===== src/rtl/w_port_rr_arbiter.sv =====
// West output port arbiter for a NOC router.
// Shares the west port between the north, south, east and local input buffers.
// Inputs request west when valid with a next-hop code of W_DIR_CODE. A
// round-robin pointer picks one winner. The grant is held for the whole packet
// (wormhole) until the tail flit transfers, or until HOLD_MAX cycles pass with
// no transfer, which forces a release.
//
// Ports:
//   clk, reset                  clock, async active-low reset
//   {n,s,e,l}_valid_i           head flit present
//   {n,s,e,l}_nexthop_addr_i    head flit next-hop code
//   {n,s,e,l}_tail_i            head flit is the tail
//   w_ready_i                   west downstream accepts a flit
//   grant_o                     one-hot {n,s,e,l}; zero when idle
//   w_sel_o                     crossbar select n=0 s=1 e=3 l=4 idle=7
//   xfer_o                      flit moves west this cycle
//   rr_change_order_o           one-cycle pulse after any release
//   timeout_o                   one-cycle pulse after a forced release
module w_port_rr_arbiter #(
  parameter int unsigned       ADDR_W     = 3,
  parameter logic [ADDR_W-1:0] W_DIR_CODE = 3'b010,
  parameter int unsigned       HOLD_MAX   = 16
) (
  input  logic              clk,
  input  logic              reset,
  input  logic              n_valid_i,
  input  logic [ADDR_W-1:0] n_nexthop_addr_i,
  input  logic              n_tail_i,
  input  logic              s_valid_i,
  input  logic [ADDR_W-1:0] s_nexthop_addr_i,
  input  logic              s_tail_i,
  input  logic              e_valid_i,
  input  logic [ADDR_W-1:0] e_nexthop_addr_i,
  input  logic              e_tail_i,
  input  logic              l_valid_i,
  input  logic [ADDR_W-1:0] l_nexthop_addr_i,
  input  logic              l_tail_i,
  input  logic              w_ready_i,
  output logic [3:0]        grant_o,
  output logic [2:0]        w_sel_o,
  output logic              xfer_o,
  output logic              rr_change_order_o,
  output logic              timeout_o
);

  localparam logic [7:0] HoldMax  = 8'(HOLD_MAX);
  localparam logic [7:0] HoldLast = 8'(HOLD_MAX - 1);

  typedef enum logic [0:0] {StIdle, StGrant} state_e;

  state_e      state_q, state_d;
  logic [1:0]  ptr_q, ptr_d;
  logic [1:0]  gnt_idx_q, gnt_idx_d;
  logic [7:0]  hold_cnt_q, hold_cnt_d;
  logic        rco_q, rco_d;
  logic        tmo_q, tmo_d;

  // Inputs gathered into vectors indexed n=0, s=1, e=2, l=3.
  logic [3:0]        valid_vec;
  logic [3:0]        tail_vec;
  logic [ADDR_W-1:0] addr_vec [4];
  logic [3:0]        req;

  assign valid_vec   = {l_valid_i, e_valid_i, s_valid_i, n_valid_i};
  assign tail_vec    = {l_tail_i, e_tail_i, s_tail_i, n_tail_i};
  assign addr_vec[0] = n_nexthop_addr_i;
  assign addr_vec[1] = s_nexthop_addr_i;
  assign addr_vec[2] = e_nexthop_addr_i;
  assign addr_vec[3] = l_nexthop_addr_i;

  always_comb begin
    for (int k = 0; k < 4; k++) begin
      req[k] = valid_vec[k] && (addr_vec[k] == W_DIR_CODE);
    end
  end

  // The granted input must still be aiming west for its flit to move.
  logic xfer;
  assign xfer = (state_q == StGrant) && w_ready_i && req[gnt_idx_q];

  // Round-robin scan starting at ptr_q.
  logic       win_found;
  logic [1:0] win_idx;
  logic [1:0] scan_idx;

  always_comb begin
    win_found = 1'b0;
    win_idx   = ptr_q;
    scan_idx  = ptr_q;
    for (int i = 0; i < 4; i++) begin
      scan_idx = ptr_q + 2'(i);
      if (!win_found && req[scan_idx]) begin
        win_found = 1'b1;
        win_idx   = scan_idx;
      end
    end
  end

  // State register.
  always_ff @(posedge clk or negedge reset) begin
    if (!reset) begin
      state_q    <= StIdle;
      ptr_q      <= 2'd0;
      gnt_idx_q  <= 2'd0;
      hold_cnt_q <= 8'd0;
      rco_q      <= 1'b0;
      tmo_q      <= 1'b0;
    end else begin
      state_q    <= state_d;
      ptr_q      <= ptr_d;
      gnt_idx_q  <= gnt_idx_d;
      hold_cnt_q <= hold_cnt_d;
      rco_q      <= rco_d;
      tmo_q      <= tmo_d;
    end
  end

  // Next-state logic.
  always_comb begin
    state_d    = state_q;
    ptr_d      = ptr_q;
    gnt_idx_d  = gnt_idx_q;
    hold_cnt_d = hold_cnt_q;
    rco_d      = 1'b0;
    tmo_d      = 1'b0;
    unique case (state_q)
      StIdle: begin
        if (win_found) begin
          state_d    = StGrant;
          gnt_idx_d  = win_idx;
          hold_cnt_d = 8'd0;
        end
      end
      StGrant: begin
        if (xfer) begin
          // A transfer beats the timeout threshold.
          hold_cnt_d = 8'd0;
          if (tail_vec[gnt_idx_q]) begin
            state_d = StIdle;
            ptr_d   = gnt_idx_q + 2'd1;
            rco_d   = 1'b1;
          end
        end else if (hold_cnt_q == HoldLast) begin
          state_d    = StIdle;
          ptr_d      = gnt_idx_q + 2'd1;
          hold_cnt_d = 8'd0;
          rco_d      = 1'b1;
          tmo_d      = 1'b1;
        end else if (hold_cnt_q != HoldMax) begin
          hold_cnt_d = hold_cnt_q + 8'd1;
        end
      end
      default: state_d = StIdle;
    endcase
  end

  // Outputs.
  always_comb begin
    grant_o = 4'b0000;
    w_sel_o = 3'd7;
    xfer_o  = xfer;
    if (state_q == StGrant) begin
      // grant_o packs n in the MSB.
      grant_o = 4'b1000 >> gnt_idx_q;
      unique case (gnt_idx_q)
        2'd0:    w_sel_o = 3'd0;
        2'd1:    w_sel_o = 3'd1;
        2'd2:    w_sel_o = 3'd3;
        default: w_sel_o = 3'd4;
      endcase
    end
  end

  assign rr_change_order_o = rco_q;
  assign timeout_o         = tmo_q;

endmodule


===== config.mk =====
export PLATFORM = sky130hd
export DESIGN_NAME = w_port_rr_arbiter
export DESIGN_NICKNAME = d
export VERILOG_FILES = /design/src/rtl/w_port_rr_arbiter.sv
export SDC_FILE = /design/constraint.sdc
export NUM_CORES = 1
export LEC_CHECK = 0
export ABC_AREA = 1
export ABC_CLOCK_PERIOD_IN_PS = 4350
export BUFFER_PORTS_ARGS = -buffer_cell sky130_fd_sc_hd__buf_2
export CAP_MARGIN = 15
export CORE_MARGIN = 1
export CORE_UTILIZATION = 39
export CTS_BUF_LIST = sky130_fd_sc_hd__clkbuf_4
export DETAILED_ROUTE_END_ITERATION = 7
export GPL_TIMING_DRIVEN = 0
export PLACE_DENSITY = 0.62
export SLEW_MARGIN = 20
export SYNTH_ARGS = -nofsm -noshare
export SYNTH_HDL_FRONTEND = slang
export SYNTH_SLANG_ARGS = --single-unit

===== constraint.sdc =====
create_clock -name clk -period 4.35 [get_ports clk]
set_clock_uncertainty 0.15 [all_clocks]
set_input_delay 0.87 -clock clk [delete_from_list [all_inputs] [get_ports clk]]
set_output_delay 0.87 -clock clk [all_outputs]
set_load 0.05 [all_outputs]

==> run_results.csv <==
group,metric,value,unit
synth,yosysUniqueCellTypes,29,
routing,vias,1263,
power_and_ir_drop,p_leak,0.915,nW
clock_network,cts.sinks,15,
synth,synth_mux_area_share,0,%
setup_path,slowest_stage,"buf_2",
clock_network,path_clk_slew,110,ps
setup_path,slowest_delay,310,ps
setup_path,crit_start,"n_nexthop_addr_i[0]",
synth,syn-cell-area,1300,µm²
routing,routed_wl,2880,µm
clock_network,cts_root_buffer,"clkbuf_4",
timing,setup_viol,0,
power_and_ir_drop,ir_drop,0.000328,V
layout,antennaDiodeCount,0,
timing,hold_viol_final,0,
routing,firstDrtPassIters,4,
synth,synthSimpleGateAreaFrac,46.6,%
synth,synthCells,195,
layout,area_delta_synth_final,18.7,%
clock_network,post_cts_buffers,0,
timing,worstMarginPinSlew,554,ps
timing,slew_viol_final,0,
global_routing,grt_pass1_vias,1124,
global_routing,antenna_found_initial,0,
clock_network,cts_buffer_depth,2,
die,initial_core_util,41.9,%
layout,seq_area,375,µm²
die,dieArea,3570,µm²
die,core-area,3100,µm²
setup_path,crit_chain,"buf_2, nor2_1, a21oi_1, o21ai_0, nand2_1, nor2_2, buf_2",
synth,synth.avg_cell_area,6.67,µm²
setup_path,reg2reg_setup_slack,2290,ps
die,rows,20,
clock_network,cts_buffers,3,
setup_path,crit_path_end_kind,"primary output",
setup_path,critPathKind,"in -> out",
setup_path,worstPathRequired,3330,ps
routing,drcViolationCount,0,
die,fp.dieH,59.8,µm
die,io_pins,33,
power_and_ir_drop,pwr_density_cell,641,nW/µm²
setup_path,startpoint_type,"input pin",
layout,final_util,49.8,%
timing,maxSlewHeadroom,62.8,%
setup_path,reg2reg_from,"ptr_q[0]$_DFFE_PN0P_",
setup_path,path_buf_inv,2,
timing,period_share,69.1,%
global_routing,grt_usage,18.1,%
clock_network,cts_htree_levels,1,
clock_network,cts_tree,"yes",
synth,synth_top_family_by_area,"simple AND/OR/NAND/NOR gates",
place,gp_congestion,0.796,
layout,stdcell_count,275,
setup_path,arrival,1990,ps
clock_network,clk_latency,300,ps
timing,holdWs,308,ps
place,place.port_buffers,32,
die,die_w,59.8,µm
layout,multi_input_area,812,µm²
routing,wl_per_cell,10.5,µm
synth,ys_seq_elements,15,
clock_network,cts_resized,0,
global_routing,grt-ovfl-total,0,
synth,yosysWarnings,0,
timing,tns,0,ps
min_path,hold_path_class,"in -> async",
clock_network,cts_hold_buf,0,
layout,nNetsFinal,263,
global_routing,grt_pass1_wl,4860,µm
power_and_ir_drop,total_power,0.000989,W
synth,synth-adder-area-share,7.69,%
timing,max_freq,333,MHz
timing,post-route-min-period,3010,ps
routing,drtAntennaViolNets,0,
layout,drive_gt1_share,23.8,%
routing,drt_iter0_drc,57,
routing,viasPerCell,4.59,
flow_run,drv_cap,0,
synth,yosysSeqAreaShare,28.8,%
synth,synth-xor-area-share,3.27,%
setup_path,cpMostUsedCell,"buf_2",
synth,synth_nets,226,
global_routing,grt_max_degree,16,
place,dp.cells,271,
setup_path,crit_family,"simple AND/OR/NAND/NOR gates",
outcome,status,"complete, no violations",
timing,rsz0062_at_grt,"no",
synth,synth_compound_area_share,4.81,%
layout,fillers,353,
place,place_hpwl,2240,µm
setup_path,path_max_fanout,4,
[cell usage in the layout, fill, tap and decap left out]
cell	n
nand2_1	64
buf_2	32
nand3_1	24
inv_1	23
nor2_1	18
dfrtp_1	15
ha_1	8
o21ai_0	5
a21oi_1	4
or2_2	4
nand2_2	4
nor3_1	3
clkbuf_4	3
inv_2	2
clkinv_2	2
nand4_1	2
nand2_4	2
nor3b_1	2
xnor2_1	2
nor2_2	1
clkbuf_1	1
nor4_2	1
o22ai_1	1
buf_6	1
xnor2_2	1
a31oi_1	1
nor3_4	1
nand4_4	1
xor2_1	1
nand3b_1	1
o21ai_1	1
[per-stage QoR]
| step | area [µm²] | setup slack [ps] |
|---|---|---|
| after global routing | 1540 | 1230 |
| after CTS | 1540 | 1340 |
| after global placement | 1520 | 1330 |
| after detailed placement | 1520 | 1350 |
| after floorplan | 1300 | 1530 |
| final | 1540 | 1340 |
[synthesized netlist by cell type]
cell	n	area share, %
nand2_4	2	1.7
or2_2	4	1.9
nand2_1	64	18
clkinv_2	1	0.38
ha_1	8	7.7
o21ai_0	5	1.9
xnor2_2	1	1.3
nand4_4	1	1.6
nor3_4	1	1.3
buf_6	1	0.87
nand2_2	4	1.9
a21oi_1	4	1.5
o21ai_1	1	0.38
inv_1	23	6.6
nand3b_1	1	0.58
nand3_1	24	9.2
clkbuf_1	1	0.29
a31oi_1	1	0.48
nor3b_1	2	1.2
nand4_1	2	0.96
nor2_1	18	5.2
nor4_2	1	0.96
dfrtp_1	15	29
xor2_1	1	0.67
xnor2_1	2	1.3
inv_2	2	0.58
nor3_1	3	1.2
o22ai_1	1	0.48
nor2_2	1	0.48
[layer usage]
metal,share of wire (%),routed length [µm],vias to the layer above,track usage (%)
met5,0,0,-,0
met4,0.66,19,0,3.99
met3,3.3,96,2,3.90
met2,42,1190,25,28.1
met1,54,1570,545,25.6
li1,-,-,691,-
[final timing paths]
| kind | endpoint | cells after the start |
|---|---|---|
| max | xfer_o | 7 |
| min | timeout_o$_DFF_PN0_ | 1 |
| max reg2reg | gnt_idx_q[1]$_DFFE_PN0P_ | 11 |
| min reg2reg | hold_cnt_q[3]$_DFFE_PN0P_ | 2 |
| max in group asynchronous | gnt_idx_q[1]$_DFFE_PN0P_ | 1 |
| min in group clk | hold_cnt_q[3]$_DFFE_PN0P_ | 2 |
[cells by family (layout without fill, tap and decap cells)]
| logic type | Yosys count | count (layout) |
|---|---|---|
| simple gates | 128 | 128 |
| flops | 15 | 15 |
| xor+xnor | 4 | 4 |
| compound gates | 12 | 12 |
| fa+ha+maj | 8 | 8 |
| buf+inv | 28 | 64 |
[worst register-to-register path, stage by stage, from the launching register on]
cell and delay, ps:
dfrtp_1 400, buf_6 140, inv_1 180, nand3_1 100, nand2_1 110, nor2_1 50
a31oi_1 360, nor3_4 90, nor2_1 180, inv_1 80, nand2_1 60, nand2_1 60
[flip-flops by register name (all words and copies together), names as in the netlist]
register and count:
state_q 1, hold_cnt_q 8, timeout_o 1, rr_change_order_o 1, gnt_idx_q 2, ptr_q 2
[cell type report]
class                   instances  area share, %
clock inverters                 1          0.324
plain buffers                   2          0.972
multi-input cells             152           52.6
well taps                      44           3.57
clock buffers                   3           1.46
flip-flops and latches         15           24.3
repair buffers                 32           10.4
inverters                      26           6.40
[where the power goes]
part | total (W) | switching (W) | internal, W | leakage [nW]
registers | 0.000237 | 0.0000561 | 0.000181 | 0.194
clock network | 0.0000852 | 0.0000510 | 0.0000342 | 0.0177
logic | 0.000667 | 0.000455 | 0.000212 | 0.704
(Power assumes the default switching activity.)
